--- config.mk ---
export PLATFORM = sky130hd
export DESIGN_NAME = strobe_decoder3to8
export DESIGN_NICKNAME = d
export VERILOG_FILES = /design/src/rtl/strobe_decoder3to8.sv
export SDC_FILE = /design/constraint.sdc
export NUM_CORES = 1
export LEC_CHECK = 0
export BUFFER_PORTS_ARGS = -buffer_cell sky130_fd_sc_hd__buf_2
export CORE_UTILIZATION = 42
export CTS_CLUSTER_SIZE = 40
export DETAILED_ROUTE_END_ITERATION = 10
export GPL_ROUTABILITY_DRIVEN = 0
export PLACE_DENSITY_LB_ADDON = 0.08
export SYNTH_ARGS = -nofsm -noshare
export SYNTH_HDL_FRONTEND = slang
export SYNTH_SLANG_ARGS = --single-unit
export TNS_END_PERCENT = 100
--- constraint.sdc ---
create_clock -name clk -period 1.9 [get_ports clk]
set_input_delay 0.38 -clock clk [delete_from_list [all_inputs] [get_ports clk]]
set_output_delay 0.38 -clock clk [all_outputs]
set_load 0.02 [all_outputs]
--- src/rtl/strobe_decoder3to8.sv ---
// strobe_decoder3to8
//   Sequential 3-to-8 decoder. A 3-bit code accepted over a valid/ready
//   handshake is driven as a one-hot strobe (8'b1000_0000 >> code) for DWELL
//   cycles, followed by GAP all-zero guard cycles, then done pulses for one
//   cycle as the block returns to IDLE.
//
// Parameters
//   DWELL  cycles each strobe is held (1..255)
//   GAP    all-zero guard cycles after each strobe (0..255)
//
// Ports
//   clk       rising-edge clock
//   rst       asynchronous active-high reset
//   clear     synchronous abort back to IDLE (no done pulse)
//   in_valid  code present on in_code
//   in_code   3-bit code to decode
//   in_ready  registered, high only in IDLE
//   out       one-hot strobe, all zero when not strobing
//   busy      high in ACTIVE or GAP
//   done      one-cycle pulse on the first IDLE cycle after a full sequence
module strobe_decoder3to8 #(
  parameter int DWELL = 4,
  parameter int GAP   = 2
) (
  input  logic       clk,
  input  logic       rst,
  input  logic       clear,
  input  logic       in_valid,
  input  logic [2:0] in_code,
  output logic       in_ready,
  output logic [7:0] out,
  output logic       busy,
  output logic       done
);

  localparam logic [1:0] ST_IDLE   = 2'd0;
  localparam logic [1:0] ST_ACTIVE = 2'd1;
  localparam logic [1:0] ST_GAP    = 2'd2;

  localparam logic [7:0] DWELL_C = 8'(DWELL);
  localparam logic [7:0] GAP_C   = 8'(GAP);

  generate
    if (DWELL < 1 || DWELL > 255) begin : g_bad_dwell
      $error("strobe_decoder3to8: DWELL must be in 1..255");
    end
    if (GAP < 0 || GAP > 255) begin : g_bad_gap
      $error("strobe_decoder3to8: GAP must be in 0..255");
    end
  endgenerate

  // Same bit order as the 8-to-3 encoder: code 0 lights the MSB.
  function automatic logic [7:0] decode(input logic [2:0] code);
    decode = 8'b1000_0000 >> code;
  endfunction

  logic [1:0] state;
  logic [7:0] cnt;
  logic [2:0] code_q;

  // The counter is loaded on state entry and the state is left when it
  // reads 1, so it never decrements through zero.
  always_ff @(posedge clk or posedge rst) begin
    if (rst) begin
      state    <= ST_IDLE;
      cnt      <= 8'd0;
      code_q   <= 3'd0;
      out      <= 8'h00;
      in_ready <= 1'b1;
      busy     <= 1'b0;
      done     <= 1'b0;
    end else if (clear) begin
      state    <= ST_IDLE;
      cnt      <= 8'd0;
      out      <= 8'h00;
      in_ready <= 1'b1;
      busy     <= 1'b0;
      done     <= 1'b0;
    end else begin
      case (state)
        ST_IDLE: begin
          done <= 1'b0;
          if (in_valid && in_ready) begin
            state    <= ST_ACTIVE;
            cnt      <= DWELL_C;
            code_q   <= in_code;
            out      <= decode(in_code);
            in_ready <= 1'b0;
            busy     <= 1'b1;
          end
        end
        ST_ACTIVE: begin
          if (cnt == 8'd1) begin
            out <= 8'h00;
            if (GAP_C != 8'd0) begin
              state <= ST_GAP;
              cnt   <= GAP_C;
            end else begin
              state    <= ST_IDLE;
              cnt      <= 8'd0;
              in_ready <= 1'b1;
              busy     <= 1'b0;
              done     <= 1'b1;
            end
          end else begin
            cnt <= cnt - 8'd1;
            out <= decode(code_q);
          end
        end
        ST_GAP: begin
          if (cnt == 8'd1) begin
            state    <= ST_IDLE;
            cnt      <= 8'd0;
            in_ready <= 1'b1;
            busy     <= 1'b0;
            done     <= 1'b1;
          end else begin
            cnt <= cnt - 8'd1;
          end
        end
        default: begin
          state    <= ST_IDLE;
          cnt      <= 8'd0;
          out      <= 8'h00;
          in_ready <= 1'b1;
          busy     <= 1'b0;
          done     <= 1'b0;
        end
      endcase
    end
  end

endmodule

==> results_dict.tcl <==
set metrics [dict create \
    postPlaceCellArea_um2 1510 \
    std_cell_rows 20 \
    clk_pin_slew_ps 130 \
    status "finished clean" \
    min_path_type "input port to async pin" \
    core-area_um2 3100 \
    vias 1110 \
    dieArea_um2 3550 \
    antenna_found_initial 0 \
    slew_violations 0 \
    cts-hold-fix-buffers 0 \
    ys_seq_area_frac 0.432 \
    critPathRequiredTime_ps 2120 \
    vdd_drop_max_v 0.000464 \
    crit_path_start_kind "register" \
    syn-cell-area_um2 1390 \
    max_slew_margin 0.688 \
    grt_pass1_vias 1025 \
    maxCapViolCount 0 \
    p_seq_frac 0.455 \
    arrival_ps 1950 \
    synthCells 143 \
    grt_max_degree 17 \
    syn_avg_cell_area_um2 9.75 \
    drt_iter0_markers 44 \
    drive_gt1_frac 0.247 \
    synth_nets 152 \
    htree_levels 1 \
    p_comb_frac 0.387 \
    ant_nets 0 \
    setup_viol 0 \
    dieHeight_um 59.6 \
    intPower_mw 1.02 \
    tightest_slew_ps 456 \
    drt_first_pass_iters 4 \
    rsz0062_at_grt "no" \
    clockBufferDepth 2 \
    insertion_delay_ps 310 \
    power_frac_clock 0.158 \
    critPathKind "register to register" \
    port_buffers 17 \
    synth-seq-cells 24 \
    end_kind "register" \
    crit_fanout 10 \
    netlist_top_cells_area "dfrtp_1, nor2_1, nand4b_1" \
    drc_errors 0 \
    synth_top_area_share 0.413 \
    ys_types 44 \
    syn_to_final_growth_pct 10.9 \
    diodes 0 \
    detail_route.vias_per_cell 5.50 \
    cellLeakagePower_nw 0.666 \
    tns_ps 0 \
    io_pins 18 \
    swShare 0.403 \
    p_per_area_nw_per_um2 1100 \
    timing.fmax_ghz 0.577 \
    ys_warn_count 0 \
    grt_pass1_wl_um 5010 \
    grt_usage 0.192 \
    start_util 0.449 \
    ctsResizeCount 0 \
    cts_root_buffer "clkbuf_4" \
    post-cts-setup-buffer-count 0 \
    fin_nets 168 \
    avgRoutedWirePerCell_um 14.4 \
    die_x_um 59.6 \
    switching_power_mw 0.686 \
    cts_buffers 3 \
    finalClockSkew_ps 2.60 \
    grt.overflow.total 0 \
    fin_crit_ps 1730 \
    wl_um 2910 \
    synth_top_cell_by_area "dfrtp_1" \
    cts_tree "yes" \
    cts_sinks 24 \
    period_share 0.912 \
    final_area_um2 1550 \
    hold_viol 0 \
    hold_slack_ps 38.6 \
    dpl.hpwl_um 2140 \
]
-- synth_stat cells, drive strengths merged --
| master | instances |
|---|---|
| a2111o | 1 |
| a2111oi | 1 |
| a211oi | 4 |
| a21o | 1 |
| a21oi | 7 |
| a221oi | 1 |
| a22oi | 1 |
| a311oi | 5 |
| a31oi | 3 |
| a32oi | 1 |
| and2 | 2 |
| buf | 5 |
| clkbuf | 5 |
| dfrtp | 23 |
| dfstp | 1 |
| ha | 2 |
| inv | 4 |
| mux2 | 3 |
| nand2 | 10 |
| nand2b | 2 |
| nand3 | 4 |
| nand3b | 1 |
| nand4 | 3 |
| nand4b | 6 |
| nor2 | 20 |
| nor2b | 1 |
| nor3 | 8 |
| nor3b | 4 |
| nor4 | 1 |
| o21ai | 3 |
| o21bai | 2 |
| o31ai | 1 |
| or3 | 1 |
| or4 | 1 |
| xor2 | 5 |
-- stage by stage --
step	std cells	setup WS (ps)	power, mW	utilization
floorplan	143	312	1.30	-
global placement	198	261	1.43	0.486
detailed placement	198	187	1.44	0.486
CTS	202	149	1.73	0.498
global route	202	41.3	1.83	0.498
finish	202	168	1.70	0.498
-- placed cells by master, fill, tap and decap left out, types with 2 or more instances in the layout --
| cell | count |
|---|---|
| buf_2 | 17 |
| a31oi_1 | 3 |
| nor3_1 | 8 |
| a211oi_1 | 2 |
| a21oi_1 | 5 |
| clkbuf_4 | 3 |
| dfrtp_1 | 23 |
| mux2_2 | 3 |
| nand3_1 | 4 |
| nand4_1 | 3 |
| nor2_1 | 20 |
| inv_1 | 4 |
| buf_4 | 4 |
| o21ai_0 | 2 |
| xor2_1 | 5 |
| nor3b_2 | 3 |
| ha_1 | 2 |
| nand4b_1 | 6 |
| o21bai_1 | 2 |
| nand2b_1 | 2 |
| nand2_1 | 10 |
| a311oi_1 | 5 |
-- final cells by class --
class                      count  area [µm²]
fill                         320        1560
multi-input combinational    105         722
sequential                    24         602
timing repair buffer          21         115
tap                           44        55.1
clock buffer                   4        36.3
inverter                       4        15.0
-- worst max-delay path, cell delays in order (launching register included) --
cell and delay, ps:
dfrtp_1 450, ha_1 210, nor3b_2 190, a21oi_4 350, nand4b_1 150, a311oi_1 280
-- power by group through the flow --
| stage | clock, mW | sequential (mW) | combinational [mW] |
|---|---|---|---|
| after global placement | 0 | 0.780 | 0.650 |
| after CTS | 0.286 | 0.775 | 0.665 |
| after floorplan | 0 | 0.743 | 0.554 |
| after detailed placement | 0 | 0.785 | 0.658 |
| final | 0.270 | 0.774 | 0.659 |
| after global routing | 0.301 | 0.799 | 0.727 |
-- registers in the layout, summed over array words and instances, names as in the netlist --
name      flops
out           8
cnt           8
in_ready      1
state         2
done          1
busy          1
code_q        3
-- cells by family after synthesis --
kind of cell / after synthesis / share of synthesized area
AOI/OAI and AO/OA: 31 / 0.180
xor gates and xnor gates: 5 / 0.0314
adders and majority gates: 2 / 0.0180
buffers and inverters: 14 / 0.0503
DFF: 24 / 0.432
muxes: 3 / 0.0242
and+or+nand+nor: 64 / 0.265
-- path summary, 6_finish.rpt --
path,start,to,slack (ps),cells past startpoint
max reg2reg,cnt[0],out[1],170,5
min,rst,cnt[2],40,2
max,cnt[0],out[1],170,5
max in group asynchronous,rst,out[6],1320,3
min in group clk,in_valid,in_ready,250,2
min reg2reg,in_ready,in_ready,550,2
-- metal layers --
layer / routed length (µm) / GRT usage / vias to the layer above
li1: - / - / 556
met3: 155 / 0.0262 / 2
met4: 21 / 0.0598 / 0
met2: 1270 / 0.279 / 22
met5: 0 / 0 / -
met1: 1470 / 0.292 / 530
(Power assumes the default switching activity.)
